**config.mk**
```make
export PLATFORM = sky130hd
export DESIGN_NAME = key_conditioner
export DESIGN_NICKNAME = d
export VERILOG_FILES = /design/src/rtl/key_pkg.sv /design/src/rtl/key_debounce_ch.sv /design/src/rtl/key_conditioner.sv
export SDC_FILE = /design/constraint.sdc
export NUM_CORES = 1
export LEC_CHECK = 0
export BUFFER_PORTS_ARGS = -buffer_cell sky130_fd_sc_hd__buf_2
export CORE_ASPECT_RATIO = 0.9
export CORE_MARGIN = 2
export CORE_UTILIZATION = 55
export CTS_CLUSTER_DIAMETER = 80
export DETAILED_ROUTE_END_ITERATION = 10
export PLACE_DENSITY = 0.72
export SLEW_MARGIN = 30
export SYNTH_ARGS = -nofsm -noshare
export SYNTH_HDL_FRONTEND = slang
export SYNTH_SLANG_ARGS = --single-unit
```
**constraint.sdc**
```tcl
create_clock -name clk -period 2.3 [get_ports clk]
set_input_delay 0.46 -clock clk [delete_from_list [all_inputs] [get_ports clk]]
set_output_delay 0.46 -clock clk [all_outputs]
set_load 0.05 [all_outputs]
```
**src/rtl/key_pkg.sv**
```systemverilog
// key_pkg: shared state encoding and 50 MHz default timing for the key conditioner.
package key_pkg;
  typedef enum logic [1:0] {RELEASED, PRESS_PEND, HELD, REL_PEND} key_state_t;
  localparam int unsigned DEF_NUM_KEYS        = 4;
  localparam int unsigned DEF_CNT_W           = 20;
  localparam int unsigned DEF_DEBOUNCE_CYCLES = 1000000;
  localparam int unsigned DEF_REPEAT_DELAY    = 25000000;
  localparam int unsigned DEF_REPEAT_PERIOD   = 5000000;
endpackage

```
**src/rtl/key_debounce_ch.sv**
```systemverilog
// key_debounce_ch: one key channel, synchronizer + debounce FSM + press/release pulses.
// Auto-repeat of key_press_o while held is built only when BUTTON_REPEAT_EN is defined.
module key_debounce_ch
  import key_pkg::*;
#(
  parameter int unsigned CNT_W           = DEF_CNT_W,
  parameter int unsigned DEBOUNCE_CYCLES = DEF_DEBOUNCE_CYCLES,
  parameter int unsigned REPEAT_DELAY    = DEF_REPEAT_DELAY,
  parameter int unsigned REPEAT_PERIOD   = DEF_REPEAT_PERIOD
) (
  input  logic clk,
  input  logic reset_n,
  input  logic key_n_i,
  output logic key_level_o,
  output logic key_press_o,
  output logic key_release_o
);
  if (DEBOUNCE_CYCLES < 2 || ((DEBOUNCE_CYCLES - 1) >> CNT_W) != 0) begin : g_cnt_chk
    $error("key_debounce_ch: DEBOUNCE_CYCLES must be >=2 and DEBOUNCE_CYCLES-1 must fit in CNT_W");
  end
  if (REPEAT_DELAY < 1 || REPEAT_PERIOD < 1) begin : g_rpt_chk
    $error("key_debounce_ch: REPEAT_DELAY and REPEAT_PERIOD must be >=1");
  end
  logic sync1_q, s_q;
  key_state_t state_q, state_d;
  logic [CNT_W-1:0] cnt_q, cnt_d;
  logic level_q, level_d, press_q, press_d, rel_q, rel_d, done, rpt_press;
  always_ff @(posedge clk or negedge reset_n)
    if (!reset_n) {s_q, sync1_q} <= 2'b11;
    else          {s_q, sync1_q} <= {sync1_q, key_n_i};
  assign done = cnt_q == CNT_W'(DEBOUNCE_CYCLES - 1);
  always_comb begin
    state_d = state_q;
    cnt_d   = cnt_q;
    level_d = level_q;
    press_d = 1'b0;
    rel_d   = 1'b0;
    case (state_q)
      RELEASED: if (!s_q) begin state_d = PRESS_PEND; cnt_d = '0; end
      PRESS_PEND:
        if (s_q) state_d = RELEASED;
        else if (done) begin state_d = HELD; press_d = 1'b1; level_d = 1'b1; end
        else cnt_d = cnt_q + CNT_W'(1);
      HELD: if (s_q) begin state_d = REL_PEND; cnt_d = '0; end
      REL_PEND:
        if (!s_q) state_d = HELD;
        else if (done) begin state_d = RELEASED; rel_d = 1'b1; level_d = 1'b0; end
        else cnt_d = cnt_q + CNT_W'(1);
      default: state_d = RELEASED;
    endcase
  end
`ifdef BUTTON_REPEAT_EN
  localparam int unsigned RPT_W = $clog2(REPEAT_DELAY + REPEAT_PERIOD + 1);
  logic [RPT_W-1:0] rpt_q, rpt_d;
  logic run;
  // Counts only while settled in HELD; after the first repeat it parks at REPEAT_DELAY so it never wraps.
  always_comb begin
    run       = state_q == HELD && !s_q;
    rpt_press = run && (rpt_q == RPT_W'(REPEAT_DELAY - 1) ||
                        rpt_q == RPT_W'(REPEAT_DELAY + REPEAT_PERIOD - 1));
    rpt_d     = run ? (rpt_press ? RPT_W'(REPEAT_DELAY) : rpt_q + RPT_W'(1)) :
                (state_q == HELD || state_q == REL_PEND) ? rpt_q : '0;
  end
  always_ff @(posedge clk or negedge reset_n)
    if (!reset_n) rpt_q <= '0;
    else          rpt_q <= rpt_d;
`else
  assign rpt_press = 1'b0;
`endif
  always_ff @(posedge clk or negedge reset_n)
    if (!reset_n) begin
      state_q <= RELEASED;
      cnt_q   <= '0;
      level_q <= 1'b0;
      press_q <= 1'b0;
      rel_q   <= 1'b0;
    end else begin
      state_q <= state_d;
      cnt_q   <= cnt_d;
      level_q <= level_d;
      press_q <= press_d | rpt_press;
      rel_q   <= rel_d;
    end
  assign key_level_o   = level_q;
  assign key_press_o   = press_q;
  assign key_release_o = rel_q;
endmodule

```
**src/rtl/key_conditioner.sv**
```systemverilog
// key_conditioner: NUM_KEYS independent debounced active-low pushbuttons -> levels and strobes.
// Define BUTTON_REPEAT_EN to add auto-repeat press pulses while a key is held.
module key_conditioner
  import key_pkg::*;
#(
  parameter int unsigned NUM_KEYS        = DEF_NUM_KEYS,
  parameter int unsigned CNT_W           = DEF_CNT_W,
  parameter int unsigned DEBOUNCE_CYCLES = DEF_DEBOUNCE_CYCLES,
  parameter int unsigned REPEAT_DELAY    = DEF_REPEAT_DELAY,
  parameter int unsigned REPEAT_PERIOD   = DEF_REPEAT_PERIOD
) (
  input  logic                clk,
  input  logic                reset_n,
  input  logic [NUM_KEYS-1:0] key_n,
  output logic [NUM_KEYS-1:0] key_level,
  output logic [NUM_KEYS-1:0] key_press,
  output logic [NUM_KEYS-1:0] key_release
);
  for (genvar i = 0; i < NUM_KEYS; i++) begin : g_ch
    key_debounce_ch #(
      .CNT_W(CNT_W),
      .DEBOUNCE_CYCLES(DEBOUNCE_CYCLES),
      .REPEAT_DELAY(REPEAT_DELAY),
      .REPEAT_PERIOD(REPEAT_PERIOD)
    ) u_ch (
      .clk(clk),
      .reset_n(reset_n),
      .key_n_i(key_n[i]),
      .key_level_o(key_level[i]),
      .key_press_o(key_press[i]),
      .key_release_o(key_release[i])
    );
  end
endmodule

```
## Word level (Yosys, flattened, before mapping)

Index checks and enable logic that the tools add are counted.

| cells by class | value |
|---|---|
| add/subtract/negate cells | 4 |
| $mul | 0 |
| div/mod/pow operators | 0 |
| magnitude comparators | 0 |
| eq/ne operators | 48 |
| shifts and indexed selects | 0 |
| mux-type cells | 92 |
| bitwise operators | 0 |
| reduce and logical (&&, ||, !) cells | 20 |

Operators by type and width:

| cell | count |
|---|---|
| $mux W20 | 20 |
| $pmux W20 S4 | 4 |
| $add A20 B1 Y20 const B | 4 |
| $eq A20 B20 Y1 const B | 4 |
| $mux W2 | 24 |
| $mux W1 | 36 |
| $ne A2 B1 Y1 const B | 16 |
| $pmux W2 S4 | 4 |
| $reduce_and A4 Y1 | 8 |
| $reduce_and A5 Y1 | 4 |
| $eq A2 B2 Y1 const B | 8 |
| $ne A2 B2 Y1 const B | 8 |
| $ne A3 B1 Y1 const B | 4 |
| $ne A3 B3 Y1 const B | 4 |
| $eq A2 B1 Y1 const B | 4 |
| $logic_not A2 Y1 | 4 |
| $pmux W1 S2 | 4 |
| $reduce_bool A2 Y1 | 4 |

| storage, ports and cells | value |
|---|---|
| register bits after elaboration | 108 |
| latch bits | 0 |
| RAM bits | 0 |
| memory bits (read-only) | 0 |
| input bits | 6 |
| memories kept | 0 |

## Logic depth before layout (Yosys ltp)

| logic depth | value |
|---|---|
| depth in word-level cells | 4 |
| gate-level depth with buffers | 8 |

## By module

Synthesis repeated with hierarchy kept, for this count alone.

| unflattened totals | value |
|---|---|
| cell total of the unflattened synthesis | 627 |
| area, all modules | 6,246.0 µm² |

By module, submodules not included:

| module | instances | cells each | area each (µm²) |
|---|---|---|---|
| key_debounce_ch at g_ch[0].u_ch ... | 3 | 156 | 1,546.5 |
| key_debounce_ch at g_ch[3].u_ch | 1 | 159 | 1,606.5 |

## Least setup slack after synthesis

OpenSTA, ideal clock, no wires.

| path | value |
|---|---|
| kind | register -> register |
| start point | register g_ch[2].u_ch.cnt_q[0] |
| end point | register g_ch[2].u_ch.cnt_q[7] |
| arrival | 1.807 ns |
| setup slack | 0.353 ns |
| stages on the path, launching flop included | 7 |
| path buffers | 1 |
| cell sequence | dfrtp_1 ha_1 nand2_1 or4_4 o31ai_4 buf_4 o221ai_1 |

| between the ends | value |
|---|---|
| cells in the longest elaborated chain, start to end | 4 |

Ends and longest elaborated chain:

| item | line | RTL |
|---|---|---|
| from (decl) | key_debounce_ch.sv:26 | `logic [CNT_W-1:0] cnt_q, cnt_d;` |
| from (signal assigned) | key_debounce_ch.sv:79 | `cnt_q <= cnt_d;` |
| $add A20 B1 Y20 or $eq A20 B20 Y1 (tied branches) | key_debounce_ch.sv:43, key_debounce_ch.sv:48, key_debounce_ch.sv:31 |  |
| $mux W20 * | key_debounce_ch.sv:42, key_debounce_ch.sv:47 |  |
| $mux W20, on equally long branches | key_debounce_ch.sv:46, key_debounce_ch.sv:41 |  |
| $pmux W20 S4 * | key_debounce_ch.sv:38 | `case (state_q)` |

Every way passes the cells marked *; elsewhere a longest branch is shown, timed or not. The select of a mux whose other input is x is not followed.
A chain may end at the register's enable or synchronous reset.

## Final worst setup path

| path | value |
|---|---|
| start point | register g_ch[2].u_ch.cnt_q[0] |
| end point | register g_ch[2].u_ch.cnt_q[16] |

Same word-level chain as after synthesis.

==> impl_metrics.py <==
metrics = {
    "status": {
        "status": "finished, final reports clean",
    },
    "logic_synthesis": {
        "ys_types": 61,
        "async_flop_share_pct": 100,
        "ys_ff_latch": 108,
        "syn_avg_cell_area_um2": 9.33,
        "syn-cell-area_mm2": 0.00568,
        "synthTopCellsByArea": "dfrtp_1 (44%), nand2_1 (5.7%), dfstp_2 (3.7%)",
        "syn-num-nets": 619,
        "synth_edf_count": 0,
        "yosys_most_used_dff": "dfrtp_1",
        "synth_top_area_share_pct": 44.1,
        "yosys.area.top_type": "dfrtp_1",
        "ys_seq_area_share_pct": 47.8,
        "postSynthCellCount": 609,
        "yosysWarnings": 0,
    },
    "cells_and_area": {
        "drive_gt1_share_pct": 13.6,
        "fin_util_pct": 61.9,
        "num-fill-cells": 852,
        "diodes": 0,
        "nNetsFinal": 637,
        "syn_to_final_growth_pct": 10.8,
    },
    "floorplan": {
        "io-pin-count": 18,
        "core_mm2": 0.0102,
        "die_h_um": 100,
        "die-area_mm2": 0.0112,
        "rows": 35,
        "start_util_pct": 55.9,
        "die_w_um": 111,
    },
    "place": {
        "finalWeightedCongestion": 0.877,
        "dp_hpwl_um": 7910,
        "port_buffers": 17,
        "place_ws_ns": 0.0975,
    },
    "global_routing": {
        "grt_max_degree": 39,
        "grt-ovfl-total": 0,
        "first_global_vias": 4124,
        "grt_usage_pct": 21.2,
        "grt_pass1_wl_um": 19400,
        "antenna_found_initial": 0,
    },
    "critical_path": {
        "worst-r2r-setup-slack_ns": 0.14,
        "reg2reg_from": "g_ch[2].u_ch.cnt_q[0]",
        "worst_ep_required_time_ns": 2.54,
        "arrival_ns": 2.40,
        "cp-end-kind": "flip-flop",
        "crit_fanout": 6,
        "crit_type": "reg2reg",
        "r2r_end": "g_ch[2].u_ch.cnt_q[16]",
        "r2r_cells": 7,
        "cp-start-kind": "flip-flop",
    },
    "route": {
        "first_pass_iters": 5,
        "post_drt_wl_per_cell_um": 14.8,
        "first_iter_violations": 283,
        "drtAntennaViolNets": 0,
        "wl_um": 11300,
        "via_per_inst": 5.91,
        "vias": 4500,
        "drc": 0,
    },
    "sta": {
        "setup_violations": 0,
        "hold_violations": 0,
        "whs_ns": 0.0744,
        "fmax_mhz": 463,
        "worst_pin_slew_ns": 0.557,
        "setup_tns_ns": 0,
        "slew_viol_final": 0,
        "layout_worst_path_cycle_share_pct": 93.9,
        "rsz0062_at_grt": "no",
        "layout_setup_ws_ns": 0.141,
        "slew_headroom_pct": 62.6,
        "skew_ns": 0.00673,
        "period_needed_ns": 2.16,
    },
    "clocking": {
        "clkLatencyLatePin_ns": 0.35,
        "clock-root-buffer": "clkbuf_16",
        "htreeDepth": 3,
        "cts_tree": "done",
        "cts_hold_buf": 0,
        "clkSlewWorstSetupHoldPaths_ns": 0.07,
        "numCtsBuffers": 9,
        "clock_path_buffers": 2,
        "cts.sinks": 108,
    },
    "power": {
        "total_power_mw": 3.94,
        "p_leak_nw": 2.71,
        "power_density_mw_per_mm2": 626,
        "peakVddDrop_uv": 481,
    },
    "min_path": {
        "worst_hold_path_type": "in2async",
    },
    "flow_run": {
        "drv_cap": 0,
    },
}
==> metrics by stage <==
step	cells	instance area (um^2)
global route	761	6290
CTS	759	6270
detailed placement	743	5950
finish	761	6290
floorplan	609	5680
global placement	743	5950
==> layout make-up <==
cell class | count | area, um^2 | share of cell area (%)
multi-input cells | 451 | 2720 | 43.2
flip-flops and latches | 108 | 2710 | 43.1
clock inverters | 7 | 100 | 1.59
inverters | 14 | 52.6 | 0.835
clock buffers | 9 | 225 | 3.58
repair buffers | 43 | 320 | 5.09
well taps | 129 | 161 | 2.57
==> where the power goes <==
| part | leakage, nW | total [mW] | switching [mW] | internal [mW] |
|---|---|---|---|---|
| Combinational | 1.10 | 0.243 | 0.149 | 0.0947 |
| Sequential | 1.46 | 2.04 | 0.0758 | 1.96 |
| Clock | 0.148 | 1.66 | 0.699 | 0.960 |
==> how the worst max path moves through the flow <==
stage                                         to  cells after the start  slack (ns)             startpoint
after floorplan            g_ch[2].u_ch.cnt_q[7]                      6        0.35  g_ch[2].u_ch.cnt_q[0]
after global placement     g_ch[2].u_ch.cnt_q[2]                      6        0.19  g_ch[2].u_ch.cnt_q[0]
after detailed placement   g_ch[2].u_ch.cnt_q[2]                      6         0.1  g_ch[2].u_ch.cnt_q[0]
after CTS                  g_ch[2].u_ch.cnt_q[5]                      7        0.08  g_ch[2].u_ch.cnt_q[0]
after global routing       g_ch[2].u_ch.cnt_q[5]                      7        0.03  g_ch[2].u_ch.cnt_q[0]
final                     g_ch[2].u_ch.cnt_q[16]                      7        0.14  g_ch[2].u_ch.cnt_q[0]
==> placed cells by master (no fill, tap or decap), drive strengths merged, types with 5 or more instances in the layout <==
cell / instances
xnor2: 7
nand3: 37
mux2: 6
or4: 6
o211ai: 7
nand2: 86
o21ai: 35
nor2: 53
xor2: 14
nor3: 21
a21oi: 19
nand2b: 7
buf: 43
inv: 15
mux2i: 12
clkbuf: 9
nor4bb: 5
a31oi: 13
dfstp: 8
dfrtp: 100
o221ai: 8
a22o: 10
nand4: 15
nor4: 15
nand3b: 6
and3: 17
==> flip-flops by register name, indices dropped and copies added (netlist names), named ones only <==
name                     cells
g_ch.u_ch.state_q            4
g_ch.u_ch.key_level_o        4
g_ch.u_ch.key_press_o        4
g_ch.u_ch.sync1_q            4
g_ch.u_ch.s_q                4
g_ch.u_ch.cnt_q             80
g_ch.u_ch.key_release_o      4
==> per-layer routing <==
metal  global-route usage [%]  vias up  part of all wire [%]
li1                         -     2248                     -
met1                     29.7     2159                    49
met2                     33.6       83                    46
met3                     4.95       10                   4.3
met4                     6.46        0                   1.0
met5                        0        -                     0
==> worst max-delay path, stage by stage (launching register included) <==
cell and delay (ns):
dfrtp_1 0.39, ha_1 0.25, nand2_1 0.14, or4_4 0.53, o31ai_4 0.30, buf_4 0.18, nor4_1 0.05, a211o_1 0.23
==> timing repair <==
item	CTS	global route
setup endpoints to repair	0	10
buffers inserted	0	2
gates resized for setup	0	1
==> synth_stat cells, types with 3 or more instances <==
master,number
nand3b_1,6
a21oi_1,19
a22o_1,10
nor3_1,21
nor4b_1,4
dfstp_2,8
or4_1,3
o41ai_1,3
buf_4,13
ha_1,4
inv_1,13
and4_1,3
mux2_2,6
buf_2,6
nand2b_1,7
and3_1,17
xor2_1,14
nand2_1,86
or4_4,3
dfrtp_1,100
nor2_1,53
a31oi_1,13
mux2i_1,12
clkbuf_1,15
or3_1,4
nand4_1,15
a41oi_1,4
o211ai_1,7
o21ai_0,35
and2_1,3
nor4_1,14
xnor2_1,7
nand3_1,36
nor4bb_1,5
o221ai_1,8
==> logic make-up (layout without fill, tap and decap cells) <==
logic type	Yosys count	count (layout)	synth area share (%)
AO/OA/AOI/OAI	118	118	14.3
XOR/XNOR	21	21	3.24
adder cells (fa/ha/maj)	4	4	0.881
buffers and inverters	50	73	4.43
flip-flops	108	108	47.8
multiplexers	18	18	3.30
AND/OR/NAND/NOR	290	290	26.1
Power figures use the tool's default switching activity.
